`config.mk`:
```
export PLATFORM = sky130hd
export DESIGN_NAME = nf10_axis_tx_downsizer
export DESIGN_NICKNAME = d
export VERILOG_FILES = /design/src/rtl/nf10_axis_tx_downsizer.sv
export SDC_FILE = /design/constraint.sdc
export NUM_CORES = 1
export LEC_CHECK = 0
export BUFFER_PORTS_ARGS = -buffer_cell sky130_fd_sc_hd__buf_2
export CAP_MARGIN = 20
export CORE_UTILIZATION = 40
export DETAILED_ROUTE_END_ITERATION = 10
export GPL_TIMING_DRIVEN = 0
export HOLD_SLACK_MARGIN = 0.1
export PLACE_DENSITY = 0.62
export SYNTH_ARGS = -nofsm -noshare
export SYNTH_HDL_FRONTEND = slang
export SYNTH_SLANG_ARGS = --single-unit
```
`constraint.sdc`:
```
create_clock -name axi_aclk -period 3.72 [get_ports axi_aclk]
set_input_delay 0.372 -clock axi_aclk [delete_from_list [all_inputs] [get_ports axi_aclk]]
set_output_delay 0.372 -clock axi_aclk [all_outputs]
set_load 0.02 [all_outputs]
```
`src/rtl/nf10_axis_tx_downsizer.sv`:
```
// nf10_axis_tx_downsizer
// AXI4-Stream width converter. It accepts wide packet beats from a BRAM output
// queue and re-emits them as narrow beats toward the TX/MAC interface.
// Trailing all-zero lanes of the last wide beat of a packet are not emitted.
// Optional feature macro: DOWNSIZER_STATS_EN adds the 32-bit pkt_count output.
module nf10_axis_tx_downsizer #(
  parameter int C_S_AXIS_DATA_WIDTH  = 256,
  parameter int C_M_AXIS_DATA_WIDTH  = 64,
  parameter int C_S_AXIS_TUSER_WIDTH = 128,
  parameter int C_M_AXIS_TUSER_WIDTH = 128
) (
  input  logic                              axi_aclk,
  input  logic                              axi_resetn,
  input  logic [C_S_AXIS_DATA_WIDTH-1:0]    s_axis_tdata,
  input  logic [C_S_AXIS_DATA_WIDTH/8-1:0]  s_axis_tstrb,
  input  logic [C_S_AXIS_TUSER_WIDTH-1:0]   s_axis_tuser,
  input  logic                              s_axis_tvalid,
  output logic                              s_axis_tready,
  input  logic                              s_axis_tlast,
  output logic [C_M_AXIS_DATA_WIDTH-1:0]    m_axis_tdata,
  output logic [C_M_AXIS_DATA_WIDTH/8-1:0]  m_axis_tstrb,
  output logic [C_M_AXIS_TUSER_WIDTH-1:0]   m_axis_tuser,
  output logic                              m_axis_tvalid,
  input  logic                              m_axis_tready,
  output logic                              m_axis_tlast
`ifdef DOWNSIZER_STATS_EN
  ,
  output logic [31:0]                       pkt_count
`endif
);

  localparam int RATIO  = C_S_AXIS_DATA_WIDTH / C_M_AXIS_DATA_WIDTH;
  localparam int LANE_W = (RATIO > 1) ? $clog2(RATIO) : 1;
  localparam int SB     = C_S_AXIS_DATA_WIDTH / 8;
  localparam int MB     = C_M_AXIS_DATA_WIDTH / 8;

  typedef enum logic {EMPTY, SEND} state_t;

  state_t                            state_q, state_d;
  logic [C_S_AXIS_DATA_WIDTH-1:0]    data_q, data_d;
  logic [SB-1:0]                     strb_q, strb_d;
  logic [C_S_AXIS_TUSER_WIDTH-1:0]   user_q, user_d;
  logic                              last_q, last_d;
  logic [LANE_W-1:0]                 lane_q, lane_d;

  logic [LANE_W-1:0]                 finalLane;
  logic                              full;
  logic                              atFinal;
  logic                              inHs;
  logic                              outHs;

  // Last lane to emit: all lanes mid-packet, otherwise the highest lane with any strobe set
  always_comb begin
    finalLane = LANE_W'(RATIO - 1);
    if (last_q) begin
      finalLane = '0;
      for (int i = 0; i < RATIO; i++) begin
        if (|strb_q[i*MB +: MB]) finalLane = LANE_W'(i);
      end
    end
  end

  assign full    = (state_q == SEND);
  assign atFinal = (lane_q == finalLane);

  // Ready is forced low while reset is held; otherwise a new wide beat is taken when
  // the register is empty or its final lane is leaving this very cycle
  assign s_axis_tready = axi_resetn & (~full | (m_axis_tready & atFinal));
  assign inHs          = s_axis_tvalid & s_axis_tready;
  assign outHs         = full & m_axis_tready;

  // Next-state logic: load on input handshake, step lanes on output handshake
  always_comb begin
    state_d = state_q;
    data_d  = data_q;
    strb_d  = strb_q;
    user_d  = user_q;
    last_d  = last_q;
    lane_d  = lane_q;
    if (inHs) begin
      state_d = SEND;
      data_d  = s_axis_tdata;
      strb_d  = s_axis_tstrb;
      user_d  = s_axis_tuser;
      last_d  = s_axis_tlast;
      lane_d  = '0;
    end else if (outHs) begin
      if (atFinal) begin
        state_d = EMPTY;
      end else begin
        lane_d = lane_q + LANE_W'(1);
      end
    end
  end

  // Holding register and state, cleared asynchronously so a reset drops any held beat
  always_ff @(posedge axi_aclk or negedge axi_resetn) begin
    if (!axi_resetn) begin
      state_q <= EMPTY;
      data_q  <= '0;
      strb_q  <= '0;
      user_q  <= '0;
      last_q  <= 1'b0;
      lane_q  <= '0;
    end else begin
      state_q <= state_d;
      data_q  <= data_d;
      strb_q  <= strb_d;
      user_q  <= user_d;
      last_q  <= last_d;
      lane_q  <= lane_d;
    end
  end

  // Output lane select from the held wide beat
  always_comb begin
    m_axis_tdata = '0;
    m_axis_tstrb = '0;
    for (int i = 0; i < RATIO; i++) begin
      if (lane_q == LANE_W'(i)) begin
        m_axis_tdata = data_q[i*C_M_AXIS_DATA_WIDTH +: C_M_AXIS_DATA_WIDTH];
        m_axis_tstrb = strb_q[i*MB +: MB];
      end
    end
  end

  assign m_axis_tuser  = user_q;
  assign m_axis_tvalid = full;
  assign m_axis_tlast  = full & last_q & atFinal;

`ifdef DOWNSIZER_STATS_EN
  logic [31:0] pkt_count_q;

  // Packet counter: one count per emitted tlast beat, wrapping naturally
  always_ff @(posedge axi_aclk or negedge axi_resetn) begin
    if (!axi_resetn) begin
      pkt_count_q <= '0;
    end else if (outHs && m_axis_tlast) begin
      pkt_count_q <= pkt_count_q + 32'd1;
    end
  end

  assign pkt_count = pkt_count_q;
`endif

endmodule

```
==> impl_metrics.ini, run 1 <==
[yosys]
synth_warnings = 0
synthesis.area_sq_um = 26500
synthCells = 2261
synth_fp_nets = 2686
ys_ff_latch = 420
synth.yosys.seq_area_share_pct = 39.6
synth_top_area_share_pct = 47.4
synth_cell_types = 29
synthTopCellsByArea = mux2i_1 47%, dfrtp_1 40%, buf_12 2.5%, a22oi_1 2.0%, clkbuf_1 1.7%
yosys.area.top_type = mux2i_1
syn_area_per_cell_sq_um = 11.7

[floorplanning]
die_h_microns = 259
fp.dieW_microns = 259
core_sq_um = 65600
rows = 94
dieArea_sq_um = 67300
start_util_pct = 40.4
ios = 624

[layout]
fin_cells = 4236
drive_above_1_share_pct = 24.1
fill_cells = 5641
syn_to_final_growth_pct = 37.4
final_nets = 3732
seqCellArea_sq_um = 10500
layout_commonest_cell = mux2i_1
mostFrequentLayoutCells = 1255 x mux2i_1, 635 x buf_2, 420 x dfrtp_1
multiInputGateArea_sq_um = 14600

[placement]
post-place-cells = 3753
port_buffers = 623
place_ws_ps = -491
dpl.hpwl_microns = 69700
gp_congestion = 0.861

[routing]
avgRoutedWirePerCell_microns = 22.5
dr_total_vias = 22900
dr.pass1.iters = 5
route.detailed.drc = 0
drt_iter0_markers = 1354
antenna_left = 0
via_per_inst = 5.40
routed_wl_microns = 95400

[clock_network]
root_buffer = clkbuf_16
clock_latency_ps = 600
cts.htree.levels = 2
cts_buffer_depth = 3
numCtsBuffers = 52
cts_tree = built
clock-sinks = 420
clkSlewWorstSetupHoldPaths_ps = 60

[global_route]
grtUsageMet3_pct = 5.11
grt_use_met1_pct = 33.8
grt_overflow_total = 0
grt_usage_pct = 27.5
antenna_found_initial = 24
grt_use_met2_pct = 47.9
busiest_layer = met2
grt_pass1_vias = 24900
grt_pass1_wl_microns = 144000
grt_max_degree = 113

[sta]
max_freq_ghz = 0.280
setup_ws_ps = 146
fin_crit_ps = 3570
tightest_slew_ps = 942
fin_crit_sh_pct = 96.1
clock_skew_ps = 18.0
rsz0062_at_grt = no
hold_violations = 0
drv_slew = 0
setup_violations = 0
slew_headroom_pct = 37.2

[worst_setup_path]
path_class = reg -> out
cp_data_required_time_ps = 3350
critPathMaxStageDelay_ps = 480
arrival_ps = 3200
crit_chain = inv_1 > ha_1 > nor2b_1 > clkbuf_4 > clkbuf_2 > a22oi_1 > nor2_1 > a21oi_1 > o21ai_0 > buf_2
cp_max_fo = 10
worstSetupEndpointType = output pin
worst_setup_path_start_kind = flip-flop
cp_slowest_cell = dfrtp_1

[pwr]
irDropWorstVdd_uv = 429
p_leak_uw = 0.0172
total_power_uw = 30200
power_density_nw_per_um2 = 830

[status]
run_status = completed

[min_path]
holdCritPathClass = in -> reg

[job]
max-cap-violations = 0
-- synth_stat cells --
| library cell | count |
|---|---|
| mux2i_1 | 1255 |
| dfrtp_1 | 420 |
| clkbuf_1 | 118 |
| nand2_1 | 80 |
| nor2_1 | 75 |
| a21oi_1 | 73 |
| o21ai_0 | 72 |
| a22oi_1 | 71 |
| buf_12 | 33 |
| buf_2 | 13 |
| buf_8 | 9 |
| buf_4 | 8 |
| buf_1 | 6 |
| ha_1 | 4 |
| inv_1 | 4 |
| nor4_1 | 3 |
| a31oi_1 | 2 |
| nor3_1 | 2 |
| or4_1 | 2 |
| xnor2_1 | 2 |
| a21o_1 | 1 |
| a21oi_2 | 1 |
| a2bb2oi_1 | 1 |
| a32oi_1 | 1 |
| and4b_1 | 1 |
| nand3b_1 | 1 |
| nor2b_1 | 1 |
| o21ai_1 | 1 |
| o2bb2ai_1 | 1 |
-- cell type report --
class | count | area share [%]
Inverter | 4 | 0.0412
Clock inverter | 11 | 0.385
Tap cell | 864 | 2.97
Clock buffer | 86 | 4.50
Multi-Input combinational cell | 1650 | 40.2
Sequential cell | 420 | 28.9
Buffer | 182 | 3.85
Timing Repair Buffer | 997 | 19.1
Antenna cell | 22 | 0.151
-- metal layers --
layer	wire length, microns	part of all wire [%]
met4	3240	3.4
met1	39900	42
met5	75	0.079
met2	47300	50
met3	4880	5.1
-- worst max-delay path, delay by kind of cell (launching register included) --
family                     cells  cell delay [ps]
DFF                            1              480
buffers and inverters          4             1090
adders and majority gates      1              200
AOI/OAI and AO/OA              3              600
and+or+nand+nor                2              220
-- flip-flops by register name (all words and copies together) (netlist names) --
register / count
m_axis_tuser: 128
strb_q: 32
last_q: 1
m_axis_tvalid: 1
data_q: 256
lane_q: 2
-- final timing paths --
check | depth (start not counted) | end | start | slack (ps)
max | 10 | m_axis_tdata[5] | lane_q[0] | 150
min | 3 | m_axis_tuser[8] | s_axis_tuser[8] | 120
max reg2reg | 8 | data_q[172] | strb_q[22] | 1110
min reg2reg | 2 | m_axis_tuser[127] | m_axis_tuser[127] | 590
max in group asynchronous | 4 | data_q[158] | axi_resetn | 2170
min in group asynchronous | 3 | data_q[0] | axi_resetn | 450
-- cell families after synthesis --
family	count (synthesis)	synth area share, %
AOI/OAI and AO/OA	224	4.97
and+or+nand+nor	165	2.45
xor gates and xnor gates	2	0.0661
muxes	1255	47.4
buffers and inverters	191	5.29
DFF	420	39.6
adders and majority gates	4	0.189
-- repair_timing --
action	4_1_cts	5_1_grt
endpoints found under the setup margin	73	123
resized for setup	14	42
buffers inserted	0	0
hold buffers	369	0
cloned	0	0
hold endpoints to repair	468	0
-- metrics by stage --
stage               hold WS [ps]  TNS (ps)  area, sq um  utilization [%]
finish                       121         0        36400             55.5
global route                 103         0        36400             55.5
CTS                          101     -13.5        36300             55.4
detailed placement           490    -67120        30800             47.0
global placement             558  -6247860        30700             46.8
floorplan                   76.4         0        26500                -
-- report_power, final --
part	switching (uW)	leakage, uW	internal (uW)	total [uW]
combinational	9150	0.0112	6770	15900
sequential	2030	0.00508	6980	9020
clock	2100	0.000878	3200	5300
No activity file was read; power rests on OpenSTA's default activity.
==> inputs of run 2 (changes only) <==
--- a/config.mk
+++ b/config.mk
@@ -12,6 +12,7 @@
 export GPL_TIMING_DRIVEN = 0
 export HOLD_SLACK_MARGIN = 0.1
 export PLACE_DENSITY = 0.62
+export REMOVE_ABC_BUFFERS = 1
 export SYNTH_ARGS = -nofsm -noshare
 export SYNTH_HDL_FRONTEND = slang
 export SYNTH_SLANG_ARGS = --single-unit
==> impl_metrics.ini, run 2 (synthesis results as in run 1) <==
[status]
run_status = completed

[routing]
route.detailed.drc = 0
avgRoutedWirePerCell_microns = 19.7
dr.pass1.iters = 5
dr_total_vias = 22100
via_per_inst = 5.32
routed_wl_microns = 82100
drt_iter0_markers = 926
antenna_left = 0

[floorplanning]
ios = 624
dieArea_sq_um = 67300
core_sq_um = 65600
start_util_pct = 40.4
fp.dieW_microns = 259
rows = 94
die_h_microns = 259

[sta]
tightest_slew_ps = 920
setup_violations = 0
fin_crit_ps = 3490
setup_ws_ps = 228
hold_violations = 0
fin_crit_sh_pct = 93.9
drv_slew = 0
max_freq_ghz = 0.286
clock_skew_ps = 23.2
slew_headroom_pct = 38.5
rsz0062_at_grt = no

[clock_network]
cts.htree.levels = 2
clock-sinks = 420
clkSlewWorstSetupHoldPaths_ps = 60
cts_buffer_depth = 3
cts_tree = built
root_buffer = clkbuf_16
numCtsBuffers = 51
clock_latency_ps = 590

[pwr]
p_leak_uw = 0.0175
internal_power_uw = 17000
power_density_nw_per_um2 = 798
power_switching_uw = 12700
combPwrFrac_pct = 53.1
p_seq_share_pct = 30.0
irDropWorstVdd_uv = 525
total_power_uw = 29700
netSwitchingFraction_pct = 42.8
clockPowerShare_pct = 16.9

[global_route]
grt_overflow_total = 0
grt_usage_pct = 23.5
grt_pass1_wl_microns = 128000
grt_max_degree = 96
antenna_found_initial = 15
grt_pass1_vias = 24200

[layout]
fill_cells = 5399
fin_cells = 4161
largest_reg_flops = 256
drive_above_1_share_pct = 24.7
syn_to_final_growth_pct = 40.6
layout_commonest_cell = mux2i_1
regMostFlops = data_q
mostFrequentLayoutCells = 1254 x mux2i_1, 622 x buf_2, 419 x dfrtp_1
final_nets = 3668

[worst_setup_path]
worstSetupEndpointType = flip-flop
arrival_ps = 3950
rr_startpoint = strb_q[22]
worst_setup_path_start_kind = input port
cp_max_fo = 45
path_class = in -> reg
worst_r2r_endpoint = data_q[166]
r2r_slack_ps = 300
reg2reg_depth = 13
cp_data_required_time_ps = 4170

[placement]
post-place-cells = 3641
place_ws_ps = -1150
gp_congestion = 0.797
port_buffers = 623
dpl.hpwl_microns = 54500

[min_path]
holdCritPathClass = in -> reg
min_to = data_q[83]
worst_hold_startpoint = s_axis_tdata[83]
min_path_cells = 3

[job]
max-cap-violations = 0
## run 2: cell count changes in the layout (fill, tap and decap cells not counted), sizes merged
cell	delta
clkinv	+5
clkbuf	-129
nor2b	+1
diode	-4
bufbuf	+1
dlygate4sd3	+28
clkinvlp	+1
buf	+21
inv	+1
## run 2: worst max-delay path by stage
stage / from / to / slack [ps] / depth (start not counted)
2_1_floorplan: strb_q[30] / s_axis_tready / -34080 / 4
3_3_place_gp: axi_resetn / data_q[83] / -43220 / 5
3_5_place_dp: axi_resetn / data_q[102] / -1150 / 14
4_1_cts: axi_resetn / data_q[102] / 20 / 17
5_1_grt: lane_q[1] / m_axis_tdata[43] / 80 / 11
6_report: axi_resetn / data_q[166] / 230 / 16
## run 2: area by class of cell
class | instances | area [sq um] | area share, %
repair buffers | 1115 | 9260 | 24.8
diodes | 18 | 45.0 | 0.121
clock buffers | 71 | 1460 | 3.92
flip-flops and latches | 420 | 10500 | 28.2
clock inverters | 18 | 185 | 0.497
inverters | 4 | 15.0 | 0.0403
well taps | 864 | 1080 | 2.90
multi-input cells | 1651 | 14700 | 39.5
## run 2: through the flow
stage / util (%) / area [sq um] / hold WS, ps / TNS [ps]
floorplan: - / 25100 / 76.4 / -
global placement: 44.7 / 29300 / 561 / -
detailed placement: 47.6 / 31300 / 290 / -163040
CTS: 56.6 / 37200 / 100 / 0
global route: 56.8 / 37300 / 111 / 0
finish: 56.8 / 37300 / 133 / 0
## run 2: worst max-delay path: stages
cell	delay, ps
dlygate4sd3_1	560
buf_8	120
buf_16	100
buf_16	100
buf_16	140
buf_16	220
nand2_4	140
nor2_4	180
buf_12	210
buf_12	230
buf_12	310
buf_16	260
buf_16	240
buf_12	230
mux2i_1	220
mux2i_1	120
## run 2: timing repair
action                                  in CTS  in global routing
gates cloned                                 2                  0
endpoints found under the setup margin     187                 78
hold buffers                               401                  0
endpoints found under the hold margin      470                  0
pin swaps                                    2                  0
buffers inserted                             9                  1
gates resized for setup                      1                  6
## run 2: per-layer routing
| metal | share of wire (%) | global-route usage, % |
|---|---|---|
| met1 | 41 | 27.4 |
| met2 | 51 | 41.9 |
| met3 | 4.9 | 4.47 |
| met4 | 3.6 | 9.64 |
| met5 | 0.015 | 0 |
## run 2: power by group through the flow
stage	registers (uW)	logic, uW	clock network [uW]
floorplan	9410	8840	0
global placement	8860	12900	0
detailed placement	8870	15100	0
CTS	8840	15700	5130
global route	9210	17000	5290
finish	8910	15800	5020
